--- src/rtl/fetch_pkg.sv ---
// -----------------------------------------------------------------------------
// fetch_pkg
//   Shared definitions for the instruction fetch front end:
//   - default widths and queue depth used as parameter defaults
//   - fetch FSM state encoding
//   - queue entry layout {pc, instr} as seen by decode
// -----------------------------------------------------------------------------
package fetch_pkg;

    localparam int DEF_ADDR_W  = 16;
    localparam int DEF_INSTR_W = 16;
    localparam int DEF_QDEPTH  = 4;

    typedef enum logic [1:0] {
        IDLE  = 2'd0,
        FETCH = 2'd1,
        REDIR = 2'd2
    } fetch_state_t;

    typedef struct packed {
        logic [DEF_ADDR_W-1:0]  pc;
        logic [DEF_INSTR_W-1:0] instr;
    } fetch_entry_t;

endpackage

--- src/rtl/fetch_queue.sv ---
// -----------------------------------------------------------------------------
// fetch_queue
//   Synchronous FIFO holding fetched {pc, instr} words for decode.
//   Push and pop in the same cycle are legal at any occupancy; a pop on an
//   empty queue and a push on a full queue without a pop are ignored.
//   flush empties the queue in one cycle and wins over push.
//
// Ports:
//   clk        rising-edge clock
//   reset      asynchronous, active-low reset
//   push       write push_data at the tail
//   push_data  entry to write
//   pop        retire the head entry
//   flush      drop all entries, rewind pointers
//   head       head entry, forced to zero when empty
//   full       DEPTH entries held
//   empty      no entries held
// -----------------------------------------------------------------------------
module fetch_queue #(
    parameter int DATA_W = 32,
    parameter int DEPTH  = 4
) (
    input  logic              clk,
    input  logic              reset,
    input  logic              push,
    input  logic [DATA_W-1:0] push_data,
    input  logic              pop,
    input  logic              flush,
    output logic [DATA_W-1:0] head,
    output logic              full,
    output logic              empty
);

    localparam int PTR_W = $clog2(DEPTH);
    localparam logic [PTR_W:0] DEPTH_C = (PTR_W+1)'(DEPTH);

    logic [DATA_W-1:0] mem [DEPTH];
    logic [PTR_W-1:0]  wr_ptr;
    logic [PTR_W-1:0]  rd_ptr;
    logic [PTR_W:0]    count;
    logic              do_push;
    logic              do_pop;

    assign empty   = (count == '0);
    assign full    = (count == DEPTH_C);
    assign do_pop  = pop && !empty;
    assign do_push = push && (!full || do_pop);

    // NOTE: sequential state uses non-blocking assignments so every register
    // samples the pre-edge values regardless of statement order.
    always_ff @(posedge clk or negedge reset) begin
        if (!reset) begin
            wr_ptr <= '0;
            rd_ptr <= '0;
            count  <= '0;
        end else if (flush) begin
            wr_ptr <= '0;
            rd_ptr <= '0;
            count  <= '0;
        end else begin
            if (do_push) wr_ptr <= wr_ptr + 1'b1;
            if (do_pop)  rd_ptr <= rd_ptr + 1'b1;
            case ({do_push, do_pop})
                2'b10:   count <= count + 1'b1;
                2'b01:   count <= count - 1'b1;
                default: count <= count;
            endcase
        end
    end

    // NOTE: the storage array has no reset; validity comes from count, and
    // head is masked while empty so stale words never reach decode.
    always_ff @(posedge clk) begin
        if (do_push && !flush) mem[wr_ptr] <= push_data;
    end

    assign head = empty ? '0 : mem[rd_ptr];

endmodule

--- src/rtl/fetch_unit.sv ---
// -----------------------------------------------------------------------------
// fetch_unit
//   Instruction fetch front end. Controls the external ProgramCounter (which
//   loads pc_in when pc_write_enable=1 and otherwise increments), issues one
//   outstanding read at a time to instruction memory at pc_out, and queues
//   {pc, instr} pairs for decode. A branch redirect flushes the queue, loads
//   the target into the PC and inserts one bubble cycle (REDIR).
//
// Ports:
//   clk, reset                       clock, asynchronous active-low reset
//   pc_out / pc_in / pc_write_enable ProgramCounter read / load value / load
//   imem_req / imem_addr             level read request at pc_out
//   imem_ack / imem_rdata            read data, honoured only while imem_req
//   branch_valid / branch_target     single-cycle redirect
//   instr_valid / instr_data /
//   instr_pc / instr_ready           queue head to decode, valid/ready
// -----------------------------------------------------------------------------
module fetch_unit
    import fetch_pkg::*;
#(
    parameter int ADDR_W  = DEF_ADDR_W,
    parameter int INSTR_W = DEF_INSTR_W,
    parameter int QDEPTH  = DEF_QDEPTH
) (
    input  logic               clk,
    input  logic               reset,
    input  logic [ADDR_W-1:0]  pc_out,
    output logic [ADDR_W-1:0]  pc_in,
    output logic               pc_write_enable,
    output logic               imem_req,
    output logic [ADDR_W-1:0]  imem_addr,
    input  logic               imem_ack,
    input  logic [INSTR_W-1:0] imem_rdata,
    input  logic               branch_valid,
    input  logic [ADDR_W-1:0]  branch_target,
    output logic               instr_valid,
    output logic [INSTR_W-1:0] instr_data,
    output logic [ADDR_W-1:0]  instr_pc,
    input  logic               instr_ready
);

    fetch_state_t state;
    fetch_state_t state_next;

    logic                      q_push;
    logic                      q_pop;
    logic                      q_flush;
    logic                      q_full;
    logic                      q_empty;
    logic [ADDR_W+INSTR_W-1:0] q_head;

    assign imem_addr   = pc_out;
    assign instr_valid = !q_empty;
    // A pop alongside a branch still completes: decode owns that entry.
    assign q_pop       = instr_valid && instr_ready;
    assign {instr_pc, instr_data} = q_head;

    always_ff @(posedge clk or negedge reset) begin
        if (!reset) state <= IDLE;
        else        state <= state_next;
    end

    // NOTE: every output of this block is given a default first, so no path
    // leaves a signal unassigned and no latch is inferred.
    always_comb begin
        state_next      = state;
        pc_write_enable = 1'b1;
        pc_in           = pc_out;
        imem_req        = 1'b0;
        q_push          = 1'b0;
        q_flush         = 1'b0;

        case (state)
            IDLE:  state_next = FETCH;
            FETCH: begin
                // Only stop requesting when full and nothing leaves this cycle.
                imem_req = !(q_full && !q_pop);
                if (imem_req && imem_ack) begin
                    q_push          = 1'b1;
                    pc_write_enable = 1'b0;
                end
            end
            REDIR: state_next = FETCH;
            default: state_next = IDLE;
        endcase

        // Redirect overrides everything, including a same-cycle ack.
        if (branch_valid) begin
            pc_write_enable = 1'b1;
            pc_in           = branch_target;
            q_push          = 1'b0;
            q_flush         = 1'b1;
            state_next      = REDIR;
        end

        // Outputs fall to their idle values as soon as reset asserts,
        // without waiting for the state register to see a clock.
        if (!reset) begin
            pc_write_enable = 1'b0;
            pc_in           = '0;
            imem_req        = 1'b0;
            q_push          = 1'b0;
            q_flush         = 1'b0;
        end
    end

    fetch_queue #(
        .DATA_W (ADDR_W + INSTR_W),
        .DEPTH  (QDEPTH)
    ) u_queue (
        .clk       (clk),
        .reset     (reset),
        .push      (q_push),
        .push_data ({pc_out, imem_rdata}),
        .pop       (q_pop),
        .flush     (q_flush),
        .head      (q_head),
        .full      (q_full),
        .empty     (q_empty)
    );

endmodule

--- config.mk ---
export PLATFORM = sky130hd
export DESIGN_NAME = fetch_unit
export DESIGN_NICKNAME = d
export VERILOG_FILES = /design/src/rtl/fetch_pkg.sv /design/src/rtl/fetch_queue.sv /design/src/rtl/fetch_unit.sv
export SDC_FILE = /design/constraint.sdc
export NUM_CORES = 1
export LEC_CHECK = 0
export CORE_MARGIN = 8
export CORE_UTILIZATION = 25
export CTS_BUF_LIST = sky130_fd_sc_hd__clkbuf_8
export CTS_CLUSTER_SIZE = 40
export DETAILED_ROUTE_END_ITERATION = 10
export GPL_TIMING_DRIVEN = 0
export PLACE_DENSITY = 0.51
export SKIP_LAST_GASP = 1
export SYNTH_ARGS = -nofsm -noshare
export SYNTH_HDL_FRONTEND = slang
export SYNTH_SLANG_ARGS = --single-unit
--- constraint.sdc ---
create_clock -name clk -period 2.25 [get_ports clk]
set_input_delay 0.45 -clock clk [delete_from_list [all_inputs] [get_ports clk]]
set_output_delay 0.45 -clock clk [all_outputs]
set_load 0.05 [all_outputs]
==> flow_metrics.tcl <==
set metrics [dict create \
    dr_total_vias 3341 \
    cts.clk_slew.worst_paths_ps 70 \
    gr-total-overflow 0 \
    antennaDiodeCount 0 \
    status "finished with violations" \
    cts_tree "built" \
    dr.pass1.iters 4 \
    cp-start-kind "flip-flop" \
    die_h_um 169 \
    grt_max_degree 21 \
    die_w_um 169 \
    io_pins 120 \
    hold_viol_final 0 \
    grt_util_all_layers_pct 10.6 \
    rr_startpoint "u_queue.count[1]$_DFFE_PN0P_" \
    worst_pin_slew_ps 499 \
    fillers 2223 \
    place_congestion 0.690 \
    syn_nets 376 \
    slew_violations 0 \
    synth_edf_count 128 \
    power.total_uw 10200 \
    critical_path_class "reg2out" \
    total_leakage_power_uw 0.00300 \
    hpwlAfterDp_mm 9.76 \
    io_buffers 119 \
    ys_ff_latch 137 \
    required_ps 1800 \
    drive_gt1_share_pct 41.8 \
    cts_made_buffers 17 \
    relSlewSlack_pct 66.6 \
    antenna_found_initial 1 \
    synth_top_flop_cell "edfxtp_1" \
    cts_sinks 137 \
    setup_tns_ps -4040 \
    core_area_um2 23200 \
    fin_util_pct 36.0 \
    timing.fmax_mhz 412 \
    syn_inst 318 \
    row_count 56 \
    antenna_left 0 \
    fin_crit_sh_pct 108 \
    ir_drop_uv 536 \
    period_needed_ps 2430 \
    p_per_area_nw_per_um2 1230 \
    die-area_um2 28500 \
    rsz0062_at_grt "true" \
    drcViolationCount 0 \
    yosysUniqueCellTypes 32 \
    rrSetupSlack_ps 90 \
    grt_pass1_wl_mm 22.3 \
    root_buffer "clkbuf_8" \
    clock_path_buffers 2 \
    first_iter_violations 166 \
    wl_per_cell_um 18.3 \
    hold_path_depth 4 \
    max_cap_viol_count 0 \
    via_per_inst 4.13 \
    hold_ws_ps 438 \
    min_to "u_queue.wr_ptr[1]$_DFFE_PN0P_" \
    areaGrowthSynthToFinish_pct 43.4 \
    finalSetupViolCount 32 \
    yosysSeqAreaShare_pct 69.8 \
    avgSynthCellArea_um2 18.3 \
    setup_ws_ps -177 \
    clk_latency_ps 430 \
    critPathMaxFanout 7 \
    initial_core_util_pct 25.1 \
    preCtsSetupSlack_ps -1430 \
    htree_levels 4 \
    violations "setup timing" \
    synthArstFlopShare_pct 6.57 \
    clock_skew_ps 11.6 \
    cp-end-kind "primary output" \
    ys_warn_count 0 \
    grt_pass1_vias 3790 \
    arrival_ps 1980 \
    min-delay-path-class "in2reg" \
    wirelength_mm 14.8 \
    nets 536 \
    holdCritStartpoint "reset" \
    reg2reg_to "u_queue.count[2]$_DFFE_PN0P_" \
    reg2regPathDepth 8 \
    syn_area_um2 5830 \
]
worst max-delay path, cell delays in order, from the launching register on:
cell     delay [ps]
dfrtp_1         370
buf_12          150
buf_12          110
buf_12          120
mux4_2          500
and2_4          160
buf_8           140
cell families after synthesis:
family,share of synthesized area [%]
and+or+nand+nor,8.41
adders and majority gates,1.20
DFF,69.8
buffers and inverters,3.88
AOI/OAI and AO/OA,0.773
muxes,15.5
xor gates and xnor gates,0.451
flip-flops by register name, summed over array words and instances, names as in the netlist:
register / count
u_queue.count: 3
state: 2
u_queue.rd_ptr: 2
u_queue.mem: 128
u_queue.wr_ptr: 2
cell type report:
cell class                 instances  area, um^2  share of cell area, %
clock inverter                    14         180                   2.16
buffer                            33         310                   3.71
inverter                           6        22.5                  0.270
tap                              319         399                   4.78
multi-input combinational        142        1640                   19.6
sequential                       137        4070                   48.7
timing repair buffer             141        1500                   18.0
clock buffer                      17         234                   2.80
cells in the mapped netlist, drive strengths merged, types with 3 or more instances:
cell type | n | area, um^2
dfrtp | 9 | 225
buf | 26 | 176
inv | 6 | 22.5
and2 | 38 | 238
edfxtp | 128 | 3840
nor3 | 4 | 31.3
mux2i | 17 | 170
nand2 | 4 | 15.0
clkbuf | 7 | 27.5
ha | 4 | 50.1
mux4 | 32 | 721
a21oi | 3 | 15.0
nor2 | 21 | 78.8
worst max-delay path by stage:
stage | startpoint | depth (start not counted) | endpoint
after CTS | u_queue.rd_ptr[0]$_DFFE_PN0P_ | 5 | instr_pc[10]
final | u_queue.rd_ptr[0]$_DFFE_PN0P_ | 6 | instr_data[9]
after floorplan | u_queue.count[1]$_DFFE_PN0P_ | 7 | u_queue.count[2]$_DFFE_PN0P_
after global routing | u_queue.rd_ptr[0]$_DFFE_PN0P_ | 5 | instr_pc[14]
after global placement | reset | 4 | u_queue.mem[3][8]$_DFFE_PP_
after detailed placement | reset | 6 | pc_in[5]
power by group:
part	total [uW]	switching, uW	internal, uW
Clock	2100	914	1190
Combinational	5240	2770	2470
Sequential	2900	56.9	2840
stage by stage:
step                      instances  instance area (um^2)
after global placement          756                  7420
after floorplan                 318                  5830
final                           809                  8360
after global routing            809                  8360
after detailed placement        760                  7510
after CTS                       806                  8320
placed cells by master (no fill, tap or decap), types with 3 or more instances in the layout:
cell / synthesis / layout
edfxtp_1: 128 / 128
clkdlybuf4s50_1: 0 / 49
buf_4: 19 / 37
mux4_2: 32 / 32
and2_4: 0 / 28
buf_8: 0 / 24
nor2_1: 21 / 21
clkbuf_8: 0 / 19
dlygate4sd2_1: 0 / 18
mux2i_1: 17 / 17
buf_2: 6 / 12
buf_12: 0 / 12
and2_1: 38 / 10
inv_1: 6 / 7
buf_6: 0 / 7
dfrtp_1: 9 / 7
nand2_1: 4 / 4
clkbuf_2: 1 / 4
ha_1: 4 / 4
bufinv_16: 0 / 4
clkinv_1: 0 / 3
clkinvlp_4: 0 / 3
what timing repair did:
item,in CTS,in global routing
endpoints found under the setup margin,197,98
hold buffers,1,0
cloned,3,0
pin swaps,23,8
hold endpoints to repair,9,0
gates resized for setup,405,25
setup buffers,11,5
metal layers:
metal	track usage [%]	up-vias	part of all wire (%)
li1	-	1525	-
met1	12.5	1723	43
met2	17.9	79	52
met3	3.82	12	4.6
met4	3.38	2	1.2
met5	0	-	0.054
Note: power is estimated with default switching activity, not from simulation.
